--- src/rtl/switch_control.sv ---
// ---------------------------------------------------------------------------
// switch_control
//
// Separable per-output allocator placed directly after route selection.
// Each cycle it takes one output request per input, grants every output port
// to at most one input, drives the crossbar one-hot selects and returns pop
// strobes to the input buffers. Each output arbitrates round-robin. An input
// that has waited STARVE_LIMIT consecutive cycles is marked starved, and
// starved inputs win ahead of the round-robin order.
//
// Ports
//   clk            : clock
//   reset_n        : asynchronous active-low reset
//   i_output_req   : [input][output] requests; bit m set = input wants output m
//   i_out_ready    : [output] downstream can accept a packet this cycle
//   o_output_grant : [output][input] one-hot winner per output, zero = idle
//   o_input_grant  : [input] input popped this cycle
//   o_starved      : [input] input's wait counter sits at STARVE_LIMIT
// ---------------------------------------------------------------------------
`ifndef N
`define N 5
`endif
`ifndef M
`define M 5
`endif

module switch_control #(
    parameter int STARVE_LIMIT = 15
) (
    input  logic                  clk,
    input  logic                  reset_n,
    input  logic [0:`N-1][0:`M-1] i_output_req,
    input  logic [0:`M-1]         i_out_ready,
    output logic [0:`M-1][0:`N-1] o_output_grant,
    output logic [0:`N-1]         o_input_grant,
    output logic [0:`N-1]         o_starved
);

    localparam int N  = `N;
    localparam int M  = `M;
    localparam int PW = (N > 1) ? $clog2(N) : 1;
    localparam int CW = $clog2(STARVE_LIMIT + 1);

    localparam logic [CW-1:0] LIMIT = CW'(STARVE_LIMIT);
    localparam logic [PW-1:0] LAST  = PW'(N - 1);

    logic [0:N-1][0:M-1] req_norm;   // requests reduced to their lowest output
    logic [0:M-1][0:N-1] grant;      // unmasked allocation result
    logic [0:N-1]        in_grant;
    logic [0:N-1]        starved;

    genvar gi;

    // -----------------------------------------------------------------------
    // Per-input logic: request normalisation and starvation counter
    // -----------------------------------------------------------------------
    generate
        for (gi = 0; gi < N; gi++) begin : g_in
            logic [0:M-1]  norm;
            logic          hit;
            logic [CW-1:0] wait_q;
            logic [CW-1:0] wait_d;

            // A multi-hot request is illegal upstream; keep only the lowest
            // output index so that every input competes for one output.
            always_comb begin
                norm = '0;
                hit  = 1'b0;
                for (int m = 0; m < M; m++) begin
                    if (i_output_req[gi][m] && !hit) begin
                        norm[m] = 1'b1;
                        hit     = 1'b1;
                    end
                end
            end

            assign req_norm[gi] = norm;

            // Every ungranted request cycle counts, including cycles lost to
            // a not-ready output.
            always_comb begin
                wait_d = '0;
                if ((i_output_req[gi] != '0) && !in_grant[gi]) begin
                    wait_d = (wait_q == LIMIT) ? LIMIT : wait_q + CW'(1);
                end
            end

            always_ff @(posedge clk or negedge reset_n) begin
                if (!reset_n) begin
                    wait_q <= '0;
                end else begin
                    wait_q <= wait_d;
                end
            end

            assign starved[gi] = (wait_q == LIMIT);
        end
    endgenerate

    // -----------------------------------------------------------------------
    // Per-output arbiter: round-robin from ptr_q, starved inputs first
    // -----------------------------------------------------------------------
    generate
        for (gi = 0; gi < M; gi++) begin : g_out
            logic [0:N-1]  elig;
            logic [0:N-1]  comp;
            logic [0:N-1]  win;
            logic [PW-1:0] win_idx;
            logic [PW:0]   idx;
            logic          found;
            logic [PW-1:0] ptr_q;
            logic [PW-1:0] ptr_d;

            always_comb begin
                elig    = '0;
                win     = '0;
                win_idx = '0;
                idx     = '0;
                found   = 1'b0;
                for (int i = 0; i < N; i++) begin
                    elig[i] = req_norm[i][gi] & i_out_ready[gi];
                end
                // Once any eligible input is starved, the rest sit out.
                comp = ((elig & starved) != '0) ? (elig & starved) : elig;
                // Scan ptr, ptr+1, ... modulo N; one extra bit avoids overflow.
                for (int k = 0; k < N; k++) begin
                    idx = {1'b0, ptr_q} + (PW+1)'(k);
                    if (idx >= (PW+1)'(N)) begin
                        idx = idx - (PW+1)'(N);
                    end
                    if (!found && comp[idx[PW-1:0]]) begin
                        found             = 1'b1;
                        win[idx[PW-1:0]]  = 1'b1;
                        win_idx           = idx[PW-1:0];
                    end
                end
            end

            assign grant[gi] = win;

            always_comb begin
                ptr_d = ptr_q;
                if (found) begin
                    ptr_d = (win_idx == LAST) ? '0 : win_idx + PW'(1);
                end
            end

            always_ff @(posedge clk or negedge reset_n) begin
                if (!reset_n) begin
                    ptr_q <= '0;
                end else begin
                    ptr_q <= ptr_d;
                end
            end
        end
    endgenerate

    // An input requests at most one output, so this OR never merges two wins.
    always_comb begin
        in_grant = '0;
        for (int i = 0; i < N; i++) begin
            for (int m = 0; m < M; m++) begin
                in_grant[i] = in_grant[i] | grant[m][i];
            end
        end
    end

    // Outputs drop to zero as soon as reset is asserted, without waiting for
    // the flops to clear.
    assign o_output_grant = reset_n ? grant    : '0;
    assign o_input_grant  = reset_n ? in_grant : '0;
    assign o_starved      = reset_n ? starved  : '0;

endmodule
--- config.mk ---
export PLATFORM = sky130hd
export DESIGN_NAME = switch_control
export DESIGN_NICKNAME = d
export VERILOG_FILES = /design/src/rtl/switch_control.sv
export SDC_FILE = /design/constraint.sdc
export NUM_CORES = 1
export LEC_CHECK = 0
export ABC_AREA = 1
export ABC_CLOCK_PERIOD_IN_PS = 3200
export CORE_ASPECT_RATIO = 1.25
export CORE_MARGIN = 2
export CORE_UTILIZATION = 55
export DETAILED_ROUTE_END_ITERATION = 10
export PLACE_DENSITY = 0.79
export SLEW_MARGIN = 20
export SYNTH_ARGS = -nofsm -noshare
export SYNTH_HDL_FRONTEND = slang
export SYNTH_SLANG_ARGS = --single-unit
--- constraint.sdc ---
create_clock -name clk -period 3.2 [get_ports clk]
set_input_delay 0.48 -clock clk [delete_from_list [all_inputs] [get_ports clk]]
set_output_delay 0.48 -clock clk [all_outputs]
set_load 0.02 [all_outputs]
==> results.yml, run 1 <==
outcome:
  stop_stage: "4_1_cts"
  run_status: "aborted with a tool error"
  run_stopping_error: "[ERROR DPL-0033] detailed placement checks failed during check placement."
clock_network:
  numCtsBuffers: 5
  hold_buffers: 0
  cts_root_cell: "sky130_fd_sc_hd__clkbuf_16"
  cts_sinks: 35
  max-clock-path-buffers: 2
  postcts_resize_cnt: 498
  cts.repair_timing.setup_buffer_count: 70
  h-tree-depth: 2
placement:
  dpl.hpwl_mm: 28.9
  io_buffer_count: 66
  place_inst: 2264
  pre_cts_slack_ns: -1.25
  globalplace.congestion: 0.994
yosys:
  synth-main-ff-cell: "sky130_fd_sc_hd__dfrtp_1"
  synth.yosys.seq_area_share: 0.0985
  synth_cell_type_count: 53
  synth-edff-count: 0
  synth_fp_nets: 1665
  syn_area_sq_um: 8890
  yosys_register_bits: 35
  post_synthesis_async_set_or_reset_flop_share: 1.00
  synthesis.yosys.warnings: 0
  synth.avg_cell_area_sq_um: 5.66
  synthesis.instances: 1572
die:
  initial_standard_cell_utilization_of_the_core: 0.566
  std_cell_rows: 51
  ios: 67
  die-height_um: 146
  dieWidth_um: 118
synthesized netlist by cell type, types with 14 or more instances:
cell type	number	area (sq um)
sky130_fd_sc_hd__a21oi_1	39	195
sky130_fd_sc_hd__dfrtp_1	35	876
sky130_fd_sc_hd__ha_1	56	701
sky130_fd_sc_hd__inv_1	229	860
sky130_fd_sc_hd__inv_2	30	113
sky130_fd_sc_hd__nand2_1	404	1520
sky130_fd_sc_hd__nand2_2	29	181
sky130_fd_sc_hd__nand3_1	176	881
sky130_fd_sc_hd__nand3_2	25	250
sky130_fd_sc_hd__nand4_1	35	219
sky130_fd_sc_hd__nor2_1	247	927
sky130_fd_sc_hd__nor2_2	20	125
sky130_fd_sc_hd__nor2_4	14	158
sky130_fd_sc_hd__nor3_1	21	105
sky130_fd_sc_hd__o21ai_0	42	210
sky130_fd_sc_hd__o21ai_1	14	70.1
sky130_fd_sc_hd__xor2_1	21	184
sky130_fd_sc_hd__xor2_2	14	228
stage by stage:
| step | hold WS (ns) | TNS [ns] | utilization | area, sq um |
|---|---|---|---|---|
| floorplan | 0.184 | -1.48 | - | 9370 |
| global placement | 0.545 | -42.21 | 0.853 | 13400 |
| detailed placement | 0.542 | -49.48 | 0.853 | 13400 |
kinds of logic after synthesis:
group / after synthesis / synth area share
buffers and inverters: 270 / 0.117
DFF: 35 / 0.0985
and+or+nand+nor: 1012 / 0.535
xor gates and xnor gates: 42 / 0.0532
adders and majority gates: 61 / 0.0901
AOI/OAI and AO/OA: 152 / 0.106
==> run 2: changes to the inputs <==
ABC_CLOCK_PERIOD_IN_PS = 4200   (was 3200)
CORE_ASPECT_RATIO = default   (was 1.25)
CORE_UTILIZATION = 40   (was 55)
PLACE_DENSITY = default   (was 0.79)
PLACE_DENSITY_LB_ADDON = 0.15   (was default)
clock period = 4.2 ns   (was 3.2 ns; I/O delays follow)
==> run 2 against run 1 <==
  * The flow now finishes without violations
  * Synthesized area stayed put
  * Synthesized cell count stayed put
==> results.yml, run 2 <==
route:
  count_of_routing_violations_after_the_opening_detailed_route_iteration: 748
  routed_via_density: 5.08
  postRouteWirelength_mm: 33.1
  post_route_antenna_net_violation_count: 0
  post-route-drc-count: 0
  drt_pass_1_iters: 5
  detail_route.wl_per_cell_um: 14.4
  vias: 11700
cells_and_area:
  fin_area_sq_um: 14200
  post_route_cells_drive_above_1_share: 0.421
  most_common_library_cell_in_the_layout_ignoring_fill_and_taps: "sky130_fd_sc_hd__buf_4"
  synthToLayoutAreaGrowth_pct: 60.1
  antenna_cells_inserted: 0
  final_cell_mix: "380 x sky130_fd_sc_hd__buf_4, 353 x sky130_fd_sc_hd__nand2_1, 208 x sky130_fd_sc_hd__inv_1, 164 x sky130_fd_sc_hd__nor2_1, 139 x sky130_fd_sc_hd__nand3_1"
  largest-register: "g_in.wait_q"
  layout_top_registers: "g_in.wait_q: 20 flops, g_out.ptr_q: 15 flops"
  final_cell_count_no_fill: 2300
  largest_reg_flops: 20
  fin_nets: 2112
die:
  dieWidth_um: 153
  fp.dieArea_sq_um: 23400
  die-height_um: 153
  ios: 67
  coreArea_sq_um: 21800
  std_cell_rows: 54
  initial_standard_cell_utilization_of_the_core: 0.407
clock_network:
  clkLatencyLatePin_ns: 0.31
  clk_pin_slew_ns: 0.07
  h-tree-depth: 2
  cts_sinks: 35
  numCtsBuffers: 5
  cts_tree: "done"
  max-clock-path-buffers: 2
  cts_root_cell: "sky130_fd_sc_hd__clkbuf_16"
critical_path:
  crit-reg2reg-launch: "g_out[3].ptr_q[0]"
  regToRegEndpoint: "g_out[3].ptr_q[2]"
  start_kind: "input port"
  worst-r2r-setup-slack_ns: 0.49
  timing.critical_path.to_type: "primary output"
  signal_arrival_time_at_the_worst_endpoint_ns: 3.55
  path_max_fanout: 5
  timing_worst_setup_path_type: "in -> out"
  timing.critical_path.required_ns: 3.57
  crit_end: "o_output_grant[7]"
  crit_path_start: "i_output_req[1]"
  ff2ff_path_depth: 30
global_routing:
  grtUsageTotal: 0.260
  antenna_found_initial: 0
  largest_net_degree_at_the_start_of_global_routing: 41
  wire_length_of_the_first_global_routing_pass_mm: 50.9
  grt-ovfl-total: 0
  vias_in_the_first_global_route: 10700
timing:
  timing.slew.headroom: 0.579
  period_share: 0.996
  layout_min_cycle_time_ns: 4.18
  finalClockSkew_ns: 0.00991
  number_of_max_slew_violations_in_the_final_report: 0
  totalNegativeSetupSlack_ns: 0
  setup_viol: 0
  rsz0062_at_grt: "yes"
  worstMarginPinSlew_ns: 0.625
  final-hold-violation-count: 0
  max_freq_mhz: 239
placement:
  io_buffer_count: 66
  globalplace.congestion: 0.947
  dpl_cell_area_sq_um: 12400
  dpl.hpwl_mm: 25.8
  place_inst: 2252
yosys:
  yosys.cell_count.top_type: "sky130_fd_sc_hd__nand2_1"
  yosys_register_bits: 35
  synth_top_cell_by_area: "sky130_fd_sc_hd__nand2_1"
  leading_cell_types_by_total_area_after_synthesis: "sky130_fd_sc_hd__nand2_1 17%, sky130_fd_sc_hd__nor2_1 10%, sky130_fd_sc_hd__nand3_1 9.9%"
  synth_largest_type_area_fraction: 0.171
  synth-main-ff-cell: "sky130_fd_sc_hd__dfrtp_1"
  synth.yosys.seq_area_share: 0.0985
  synth_cell_type_count: 53
  post_synthesis_async_set_or_reset_flop_share: 1.00
  synthesis.yosys.warnings: 0
  most_numerous_cell_types_in_the_synthesized_netlist: "404 x sky130_fd_sc_hd__nand2_1, 247 x sky130_fd_sc_hd__nor2_1, 229 x sky130_fd_sc_hd__inv_1"
  synth-edff-count: 0
  synth.avg_cell_area_sq_um: 5.66
  syn_area_sq_um: 8890
  synth_fp_nets: 1665
  synthesis.instances: 1572
flow_run:
  max-cap-violations: 0
outcome:
  run_status: "finished, final reports clean"
min_path:
  hold_wc_path_type: "in -> async"
-- run 2: cell counts after synthesis --
Identical to the previous run, type by type.
-- run 2: cells by family (layout without fill, tap and decap cells) --
group / Yosys count / count (layout) / synth area share
compound gates: 152 / 152 / 0.106
xor+xnor: 42 / 42 / 0.0532
flops: 35 / 35 / 0.0985
buf+inv: 270 / 718 / 0.117
simple gates: 1012 / 1012 / 0.535
fa+ha+maj: 61 / 61 / 0.0901
-- run 2: stage by stage --
step	setup slack, ns	hold slack (ns)	util
after floorplan	0.260	0.334	-
after global placement	-0.591	0.532	0.569
after detailed placement	-0.564	0.535	0.569
after CTS	-0.100	0.431	0.584
after global routing	-0.117	0.463	0.652
final	0.0186	0.418	0.652
-- run 2: per-layer routing --
metal	share of wire	track usage	wire length, um	up-vias
met2	0.48	0.448	16000	327
met5	0	0	0	-
li1	-	-	-	5910
met1	0.44	0.348	14700	5386
met3	0.052	0.0292	1730	51
met4	0.020	0.0622	664	0
-- run 2: timing repair --
item,CTS,global route
hold buffers,0,0
endpoints found under the setup margin,30,32
pin swaps,18,107
buffers inserted,10,33
resized for setup,126,385
-- run 2: worst min-delay path by stage --
| stage | startpoint | to | slack, ns |
|---|---|---|---|
| 2_1_floorplan | reset_n | g_in[0].wait_q[0] | 0.33 |
| 6_report | reset_n | g_out[4].ptr_q[1] | 0.42 |
| 4_1_cts | reset_n | g_out[4].ptr_q[1] | 0.43 |
| 3_5_place_dp | g_in[3].wait_q[0] | g_in[3].wait_q[0] | 0.53 |
| 5_1_grt | reset_n | g_out[4].ptr_q[0] | 0.46 |
| 3_3_place_gp | g_in[2].wait_q[0] | g_in[2].wait_q[0] | 0.53 |
-- run 2: worst max-delay path, cell delays in order --
cell	delay (ns)
sky130_fd_sc_hd__clkdlybuf4s50_1	0.57
sky130_fd_sc_hd__nand2_1	0.12
sky130_fd_sc_hd__inv_1	0.11
sky130_fd_sc_hd__nand4_1	0.15
sky130_fd_sc_hd__nand2_2	0.13
sky130_fd_sc_hd__nor2_4	0.06
sky130_fd_sc_hd__nand3_1	0.10
sky130_fd_sc_hd__nand2_1	0.13
sky130_fd_sc_hd__nand2_1	0.11
sky130_fd_sc_hd__nand3_2	0.10
sky130_fd_sc_hd__buf_4	0.15
sky130_fd_sc_hd__inv_1	0.04
sky130_fd_sc_hd__nand2_1	0.10
sky130_fd_sc_hd__nand2_1	0.10
sky130_fd_sc_hd__inv_2	0.04
sky130_fd_sc_hd__nand2_1	0.07
sky130_fd_sc_hd__nand2_1	0.08
sky130_fd_sc_hd__nor2_2	0.13
sky130_fd_sc_hd__nand3_2	0.12
sky130_fd_sc_hd__buf_4	0.16
sky130_fd_sc_hd__nand2_1	0.05
sky130_fd_sc_hd__inv_1	0.04
sky130_fd_sc_hd__clkdlybuf4s15_2	0.24
-- run 2: cell type report --
class	instances	area, sq um
flip-flops and latches	35	876
well taps	280	350
inverters	261	996
clock inverters	3	43.8
fillers	1972	7590
repair buffers	449	3530
clock buffers	5	125
multi-input cells	1267	8310
Power of run 2 is not shown: default switching activity piles up to over one toggle a cycle in this logic, so the estimate is an artifact.
==> run 3: changes to the inputs <==
CORE_UTILIZATION = 62   (was 40)
SETUP_SLACK_MARGIN = 0.3   (was default)
==> run 3 against run 2 <==
  * Synthesized area is the same
  * The flow now stops in 5_1_grt
  * Synthesized cell count is the same
==> results.yml, run 3 <==
die:
  dieWidth_um: 124
  initial_standard_cell_utilization_of_the_core: 0.638
  die-height_um: 124
  std_cell_rows: 43
  ios: 67
yosys:
  syn_area_sq_um: 8890
  synth_cell_type_count: 53
  yosys.cell_count.top_type: "sky130_fd_sc_hd__nand2_1"
  synth_top_cell_by_area: "sky130_fd_sc_hd__nand2_1"
  yosys_register_bits: 35
  synth-edff-count: 0
  leading_cell_types_by_total_area_after_synthesis: "sky130_fd_sc_hd__nand2_1 17%, sky130_fd_sc_hd__nor2_1 10%, sky130_fd_sc_hd__nand3_1 9.9%"
  synth_fp_nets: 1665
  post_synthesis_async_set_or_reset_flop_share: 1.00
  synth.avg_cell_area_sq_um: 5.66
  synth_largest_type_area_fraction: 0.171
  most_numerous_cell_types_in_the_synthesized_netlist: "404 x sky130_fd_sc_hd__nand2_1, 247 x sky130_fd_sc_hd__nor2_1, 229 x sky130_fd_sc_hd__inv_1"
  synth-main-ff-cell: "sky130_fd_sc_hd__dfrtp_1"
  synthesis.instances: 1572
  synthesis.yosys.warnings: 0
  synth.yosys.seq_area_share: 0.0985
outcome:
  stop_stage: "5_1_grt"
  run_stopping_error: "[ERROR DPL-0038] Utilization greater than 100%, impossible to legalize"
  run_status: "aborted with a tool error"
placement:
  io_buffer_count: 66
  dpl.hpwl_mm: 23.8
  pre_cts_slack_ns: -0.438
  place_inst: 2035
  dpl_cell_area_sq_um: 11400
  globalplace.congestion: 1.04
clock_network:
  hold_buffers: 0
  cts_root_cell: "sky130_fd_sc_hd__clkbuf_16"
  max-clock-path-buffers: 2
  numCtsBuffers: 5
  h-tree-depth: 2
  cts_sinks: 35
global_routing:
  largest_net_degree_at_the_start_of_global_routing: 41
timing:
  repair-timing-grt-worst-ep: "o_input_grant[1]"
  worst-ep-kind: "output port"
[run 3: cells by family after synthesis]
| kind of cell | share of synthesized area |
|---|---|
| adders and majority gates | 0.0901 |
| xor gates and xnor gates | 0.0532 |
| AOI/OAI and AO/OA | 0.106 |
| DFF | 0.0985 |
| buffers and inverters | 0.117 |
| and+or+nand+nor | 0.535 |
[run 3: timing repair]
item                                   4_1_cts
endpoints found under the hold margin        0
setup buffers                               45
resized for setup                          348
setup endpoints to repair                   30
pin swaps                                   86
[run 3: per-stage QoR]
stage | TNS, ns | utilization
after global placement | -5.74 | 0.821
after floorplan | 0 | -
after detailed placement | -7.39 | 0.821
after CTS | 0 | 0.901
